### config.mk
export PLATFORM = sky130hd
export DESIGN_NAME = param_seq_detector
export DESIGN_NICKNAME = d
export VERILOG_FILES = /design/src/rtl/param_seq_detector.sv
export SDC_FILE = /design/constraint.sdc
export NUM_CORES = 1
export LEC_CHECK = 0
export ABC_AREA = 0
export CORE_MARGIN = 2
export CORE_UTILIZATION = 44
export DETAILED_ROUTE_END_ITERATION = 8
export MAX_ROUTING_LAYER = met4
export PLACE_DENSITY = 0.71
export SYNTH_ARGS = -nofsm -noshare
export SYNTH_HDL_FRONTEND = slang
export SYNTH_SLANG_ARGS = --single-unit
### constraint.sdc
create_clock -name clk -period 1.6 [get_ports clk]
set_input_delay 0.32 -clock clk [delete_from_list [all_inputs] [get_ports clk]]
set_output_delay 0.32 -clock clk [all_outputs]
set_load 0.01 [all_outputs]
### src/rtl/param_seq_detector.sv
// Parametrised Mealy serial-pattern detector with loadable pattern, overlap
// control, input-valid qualifier, registered match copy and saturating counter.
module param_seq_detector #(
    parameter int             PAT_W       = 4,
    parameter logic [PAT_W-1:0] DEFAULT_PAT = 4'b1101,
    parameter int             CNT_W       = 8
) (
    input  logic             clk,
    input  logic             rst,
    input  logic             en,
    input  logic             i,
    input  logic             overlap,
    input  logic             pat_load,
    input  logic [PAT_W-1:0] pat_in,
    input  logic             clear_cnt,
    output logic             o,
    output logic             o_reg,
    output logic [CNT_W-1:0] match_cnt
);

    localparam int FILL_W = $clog2(PAT_W);
    localparam logic [FILL_W-1:0] FILL_FULL = FILL_W'(PAT_W - 1);

    typedef enum logic [1:0] {
        EMPTY,
        FILLING,
        ARMED
    } state_t;

    logic [PAT_W-1:0] pat, pat_next;
    logic [PAT_W-2:0] hist, hist_next;
    logic [FILL_W-1:0] fill, fill_next;
    logic [CNT_W-1:0] cnt_next;
    logic [PAT_W-1:0] candidate;
    state_t state;

    // Newest bit appended below the history; dropping the MSB gives the next history.
    assign candidate = {hist, i};

    always_ff @(posedge clk or posedge rst) begin
        if (rst) begin
            pat       <= DEFAULT_PAT;
            hist      <= '0;
            fill      <= '0;
            match_cnt <= '0;
            o_reg     <= 1'b0;
        end else begin
            pat       <= pat_next;
            hist      <= hist_next;
            fill      <= fill_next;
            match_cnt <= cnt_next;
            o_reg     <= o;
        end
    end

    always_comb begin
        state     = FILLING;
        o         = 1'b0;
        pat_next  = pat;
        hist_next = hist;
        fill_next = fill;
        cnt_next  = match_cnt;

        if (fill == '0)
            state = EMPTY;
        else if (fill == FILL_FULL)
            state = ARMED;

        o = en & ~pat_load & ~rst & (state == ARMED) & (candidate == pat);

        if (pat_load) begin
            pat_next  = pat_in;
            hist_next = '0;
            fill_next = '0;
        end else if (en) begin
            hist_next = candidate[PAT_W-2:0];
            // Non-overlap mode demands a completely fresh window after a match.
            if (o && !overlap)
                fill_next = '0;
            else if (state != ARMED)
                fill_next = fill + FILL_W'(1);
        end

        if (clear_cnt)
            cnt_next = '0;
        else if (o && (match_cnt != '1))
            cnt_next = match_cnt + CNT_W'(1);
    end

endmodule

# ---- Yosys cells after proc, flatten, opt, wreduce, memory -nomap -nowiden
# Cells that the tools add are included.
# W data, S select, Z words.
dict set report classes {
  add_sub_neg 2
  multipliers 0
  div_mod_pow 0
  magnitude_cmp 0
  n_eq_ne 5
  shifts 0
  mux 10
  bitwise_logic 6
  n_reduce_logical 8
}
# operator count
set op_table {}
lappend op_table {{$mux W8} 2}
lappend op_table {{$mux W2} 6}
lappend op_table {{$add A8 B1 Y8 const B} 1}
lappend op_table {{$ne A8 B8 Y1 const B} 1}
lappend op_table {{$mux W3} 2}
lappend op_table {{$and A1 B1 Y1} 4}
lappend op_table {{$eq A2 B2 Y1 const B} 2}
lappend op_table {{$eq A4 B4 Y1} 1}
lappend op_table {{$reduce_bool A2 Y1} 2}
lappend op_table {{$reduce_bool A3 Y1} 1}
lappend op_table {{$add A2 B1 Y2 const B} 1}
lappend op_table {{$logic_and A1 B1 Y1} 2}
lappend op_table {{$logic_not A2 Y1} 1}
lappend op_table {{$ne A2 B2 Y1 const B} 1}
lappend op_table {{$not A1 Y1} 2}
lappend op_table {{$reduce_and A2 Y1} 1}
lappend op_table {{$logic_not A1 Y1} 1}
dict set report word_totals {
  reg_bits 18
  latchBits 0
  ram_bits 0
  romBits 0
  inputBits 11
  output_inout_bits 10
  wordCells 36
  memories 0
}

# ---- Longest topological paths before layout
dict set report logic_depth {
  depth_word 10
  ltp_mapped 6
  depth_no_buf 5
}

# ---- Worst setup path before layout
# OpenSTA, ideal clock, no wires.
dict set report synth_timing {
  path_kind {register -> register}
  from {reg match_cnt[0]}
  to {reg match_cnt[7]}
  setup_ns 0.128
  t_arrival_ns 1.583
  required_time_ns 1.472
  slack_ns -0.111
  stages_incl_launch_ff 7
  n_path_buf 1
  period_less_slack_ns 1.711
  path_cell_list {dfrtp_1 > ha_1 > nand3_1 > o211ai_1 > buf_4 > nor4_2 > mux2_1}
}
dict set report synth_between {
  elab_chain_cells 3
  word_cells_on_any_way 6
  cone_classes {1 x add/sub; 1 x eq/ne; 2 x mux; 2 x reduce/logical}
}
# element line_no
set synth_lines {}
lappend synth_lines {{start: declaration} 18} ;# output logic [CNT_W-1:0] match_cnt
lappend synth_lines {{start signal: assignment} 51} ;# match_cnt <= cnt_next;
lappend synth_lines {{$add A8 B1 Y8 / $ne A8 B8 Y1 (equally long branches)} {87, 86}}
lappend synth_lines {{$mux W8 / $logic_and A1 B1 Y1 (equally long branches)} 86} ;# else if (o && (match_cnt != '1))
lappend synth_lines {{$mux W8 / $reduce_bool A2 Y1 (equally long branches)} n/a}
# Parallel ways exist; a longest one is shown, timed or not. The select of a mux whose other input is x is not followed.
# A chain may end at the register's enable or synchronous reset.

# ---- Worst setup path in the final report
dict set report layout_timing {
  from {reg fill[1]}
  to {reg match_cnt[4]}
}
dict set report layout_between {
  elab_chain_cells 8
  word_cells_on_any_way 9
  cone_classes {2 x eq/ne; 2 x mux; 2 x bitwise; 3 x reduce/logical}
}
# element line_no
set layout_lines {}
lappend layout_lines {{start: declaration} 32} ;# logic [FILL_W-1:0] fill, fill_next;
lappend layout_lines {{start signal: assignment} 50} ;# fill <= fill_next;
lappend layout_lines {{$eq A2 B2 Y1} 66} ;# else if (fill == FILL_FULL)
lappend layout_lines {{$mux W2} 66}
lappend layout_lines {{$mux W2 *} 64} ;# if (fill == '0)
lappend layout_lines {{$eq A2 B2 Y1 *} 69} ;# o = en & ~pat_load & ~rst & (state == ARMED) & (candidate == pat);
lappend layout_lines {{$and A1 B1 Y1 * (2 in series)} 69}
lappend layout_lines {{$logic_and A1 B1 Y1 *} 86}
lappend layout_lines {{$reduce_bool A2 Y1 (no source line) *} n/a}
# Every way passes the cells marked *; elsewhere a longest branch is shown, timed or not.

==> results.md <==
* Status: finished with violations
* Violated checks: setup timing
* Layout Nets at 150
* # IOs at 21
* WP data arrival at 2.06 ns
* TritonCTS clock tree: built
* Critical Path Start: fill[1]
* Area delta synth->final at 51.51%
* ANT cells at 0
* Clock share of power at 0.296
* Largest cells by area after synthesis: dfrtp_1 38%, dfstp_2 7.9%, mux2_2 4.5%
* Crit path time final at approximately 1.8 ns
* Cell taking the most area after synthesis: dfrtp_1
* Sequential power share at 0.505
* Mapped Nets at around 100
* Critical Path Source Type: register
* Post-Synthesis Cells at between 90 and 100
* Seq. cell area at 454.2 um2
* WP buf/inv at 1
* FMAX at 546.1 MHz
* RSZ-0062 raised after global routing: true
* Multi-input gate area at 584.3 um2
* Actual slew at the worst max-slew pin at around 0.34 ns
* Mean post-synth cell area at around 11 um2
* DR vias/cell at 5.262
* CP Max Fanout at 12
* Critical Path RT at 1.83 ns
* Post-route setup slack at -0.2313 ns
* Combinational power share at 0.199
* Vias in the first global route at 896
* Pwr Density at 654.1 nW/um2
* Clk_lat worst skew at 0.30 ns
* Initial drt markers at 14
* Clock transition at path regs at approximately 0.11 ns
* RePlAce Congestion at 0.7379
* Final ANT Viol Nets at 0
* Crit-path max cell delay at 0.52 ns
* Hold slack at around 0.34 ns
* Period utilisation layout at 1.145
* Most used DFF post-synth: dfrtp_1
* Drt total wl at approximately 2400 um
* Register with the most flip-flops: match_cnt
* First-pass GRT wire length at around 4000 um
* Yosys reg bits at 18
* R2R Setup Slk at -0.23 ns
* Top cell type's share of synthesized area at 0.3769
* Root Buffer: clkbuf_4
* Async SR Flop Fraction at 1.000
* Max FFs per register at 8
* Sequential cell area fraction in the yosys report at 0.4560
* Die area at 2660 um2
* Via count at 863
* Routed wire per std cell at 14.35 um
* CTS Hold Bufs at 0
* Most common cell after layout, fill and taps aside: buf_4
* Buffers from clock root to sink, at most at 2
* H-tree levels at 1
* Critical path's slowest cell: or4_1
* Pint at 728.9 uW
* Leakage at 0.0007112 uW
* Synth cell types at 36
* Total chip power at between 900 and 1000 uW
* Post-DP HPWL at between 1500 and 2000 um
* Num CTS Buffers at 3
* Core area at about 2200 um2
* Max-cap violations at 0
* Initial core utilization at 0.4591
* Crit end category: register
* Final Skew at approximately 0.0043 ns
* Crit path kind: register to register
* DRC at 0
* Die H at 51.58 um
* Final hold vios at 0
* GR Overflow Total at 0
* DRT Pass-1 Iters at 4
* Final cell utilization of the core at 0.6955
* Global Route Usage Sum at 0.2118
* Crit Reg-Reg Startpoint: fill[1]
* Worst R2R Path Depth at 6
* Rel. slew slack at 0.7715
* Sw Ratio at 0.2615
* Max-slew violations at 0
* R2r endpoint: match_cnt[4]
* Regs by FF count: match_cnt x8, pat x4, hist x3
* Hold WC Path Type: input port to async pin
* Commonest non-fill, non-tap cells in the layout: 23 x buf_4, 15 x dfrtp_1, 11 x clkdlybuf4s50_1
* Largest net degree at the start of global routing at 19
* # rows at 17
* Fillers at 163
* Cell Chain, Critical Path: ha_1 -> and4bb_1 -> nand3_2 -> buf_6 -> or4_1 -> a21oi_2
* PortBufs at 20
* CTS sink count at 18
* Worst IR drop on VDD at 0.6427 mV
* P_sw at between 200 and 300 uW
* Post-synth EDFFs at 0
* Mapped Area at between 900 and 1000 um2
* Crit path max-delay family: simple AND/OR/NAND/NOR gates
* Die Wd at slightly above 50 um
* Share of layout cells above drive strength 1 at 0.3897
* Ys Warns at 0
* Initial antenna violation count at 0
* Final setup viols at 8
[through the flow]
stage / area [um2] / setup WS, ns / setup TNS [ns] / cells
after floorplan: 1003 / -0.04781 / -0.09560 / 91
after global placement: 1363 / -0.5937 / -3.454 / 155
after detailed placement: 1363 / -0.6588 / -3.857 / 155
after CTS: 1469 / -0.2552 / -1.223 / 163
after global routing: 1509 / -0.3254 / -2.057 / 164
final: 1509 / -0.2313 / -1.317 / 164
[worst reg2reg max path: stages (launching register included)]
cell and delay, ns:
dfrtp_1 0.37, ha_1 0.17, and4bb_1 0.23, nand3_2 0.12, buf_6 0.18, or4_1 0.52
a21oi_2 0.17
[Yosys cell counts, types with 2 or more instances]
cell type and n:
nand2_1 2, ha_1 2, a21oi_1 7, dfrtp_1 15
nor2b_1 3, nand3_1 5, or4_1 3, o21ai_0 2
nand2b_1 2, mux2_1 2, dfstp_2 3, o31ai_1 3
xor2_1 2, mux2_2 4, inv_1 2, nor4_2 2
mux2i_1 4, xnor2_1 4, buf_4 2, nor2_1 6
[kinds of logic (layout without fill, tap and decap cells)]
family                     after synthesis  after routing  synth area share
adders and majority gates                2              2           0.02512
and+or+nand+nor                         31             31            0.1985
muxes                                   10             10            0.1080
DFF                                     18             18            0.4560
AOI/OAI and AO/OA                       16             16            0.1018
xor gates and xnor gates                 7              7           0.06910
buffers and inverters                    7             52           0.04145
[area by class of cell]
cell class	count	area share
Multi-Input combinational cell	66	0.3872
Inverter	2	0.004975
Timing Repair Buffer	46	0.2595
Clock buffer	4	0.02405
Tap cell	28	0.02322
Sequential cell	18	0.3010
[how the worst max path moves through the flow]
stage	slack, ns	endpoint	cells after the start
floorplan	-0.05	match_cnt[7]	6
global placement	-0.59	o	5
detailed placement	-0.66	o	5
CTS	-0.26	o	5
global route	-0.33	o	5
finish	-0.23	match_cnt[4]	6
[routing by layer]
metal	share of wire	track usage	vias to the layer above
met1	0.44	0.2664	413
li1	-	-	421
met4	0.017	0.1009	0
met2	0.51	0.3291	24
met3	0.033	0.04310	5
met5	0	-	-
[power by group through the flow]
stage | clock network (uW) | registers, uW | logic (uW)
2_1_floorplan | 0 | 501 | 93.5
5_1_grt | 319 | 501 | 217
6_report | 292 | 498 | 197
4_1_cts | 302 | 496 | 188
3_5_place_dp | 0 | 504 | 162
3_3_place_gp | 0 | 503 | 157
[what timing repair did]
item	4_1_cts	5_1_grt
resized for setup	21	6
cloned	0	0
endpoints found under the setup margin	17	9
setup buffers	4	1
pin swaps	5	3
endpoints found under the hold margin	0	0
Power figures use the tool's default switching activity.
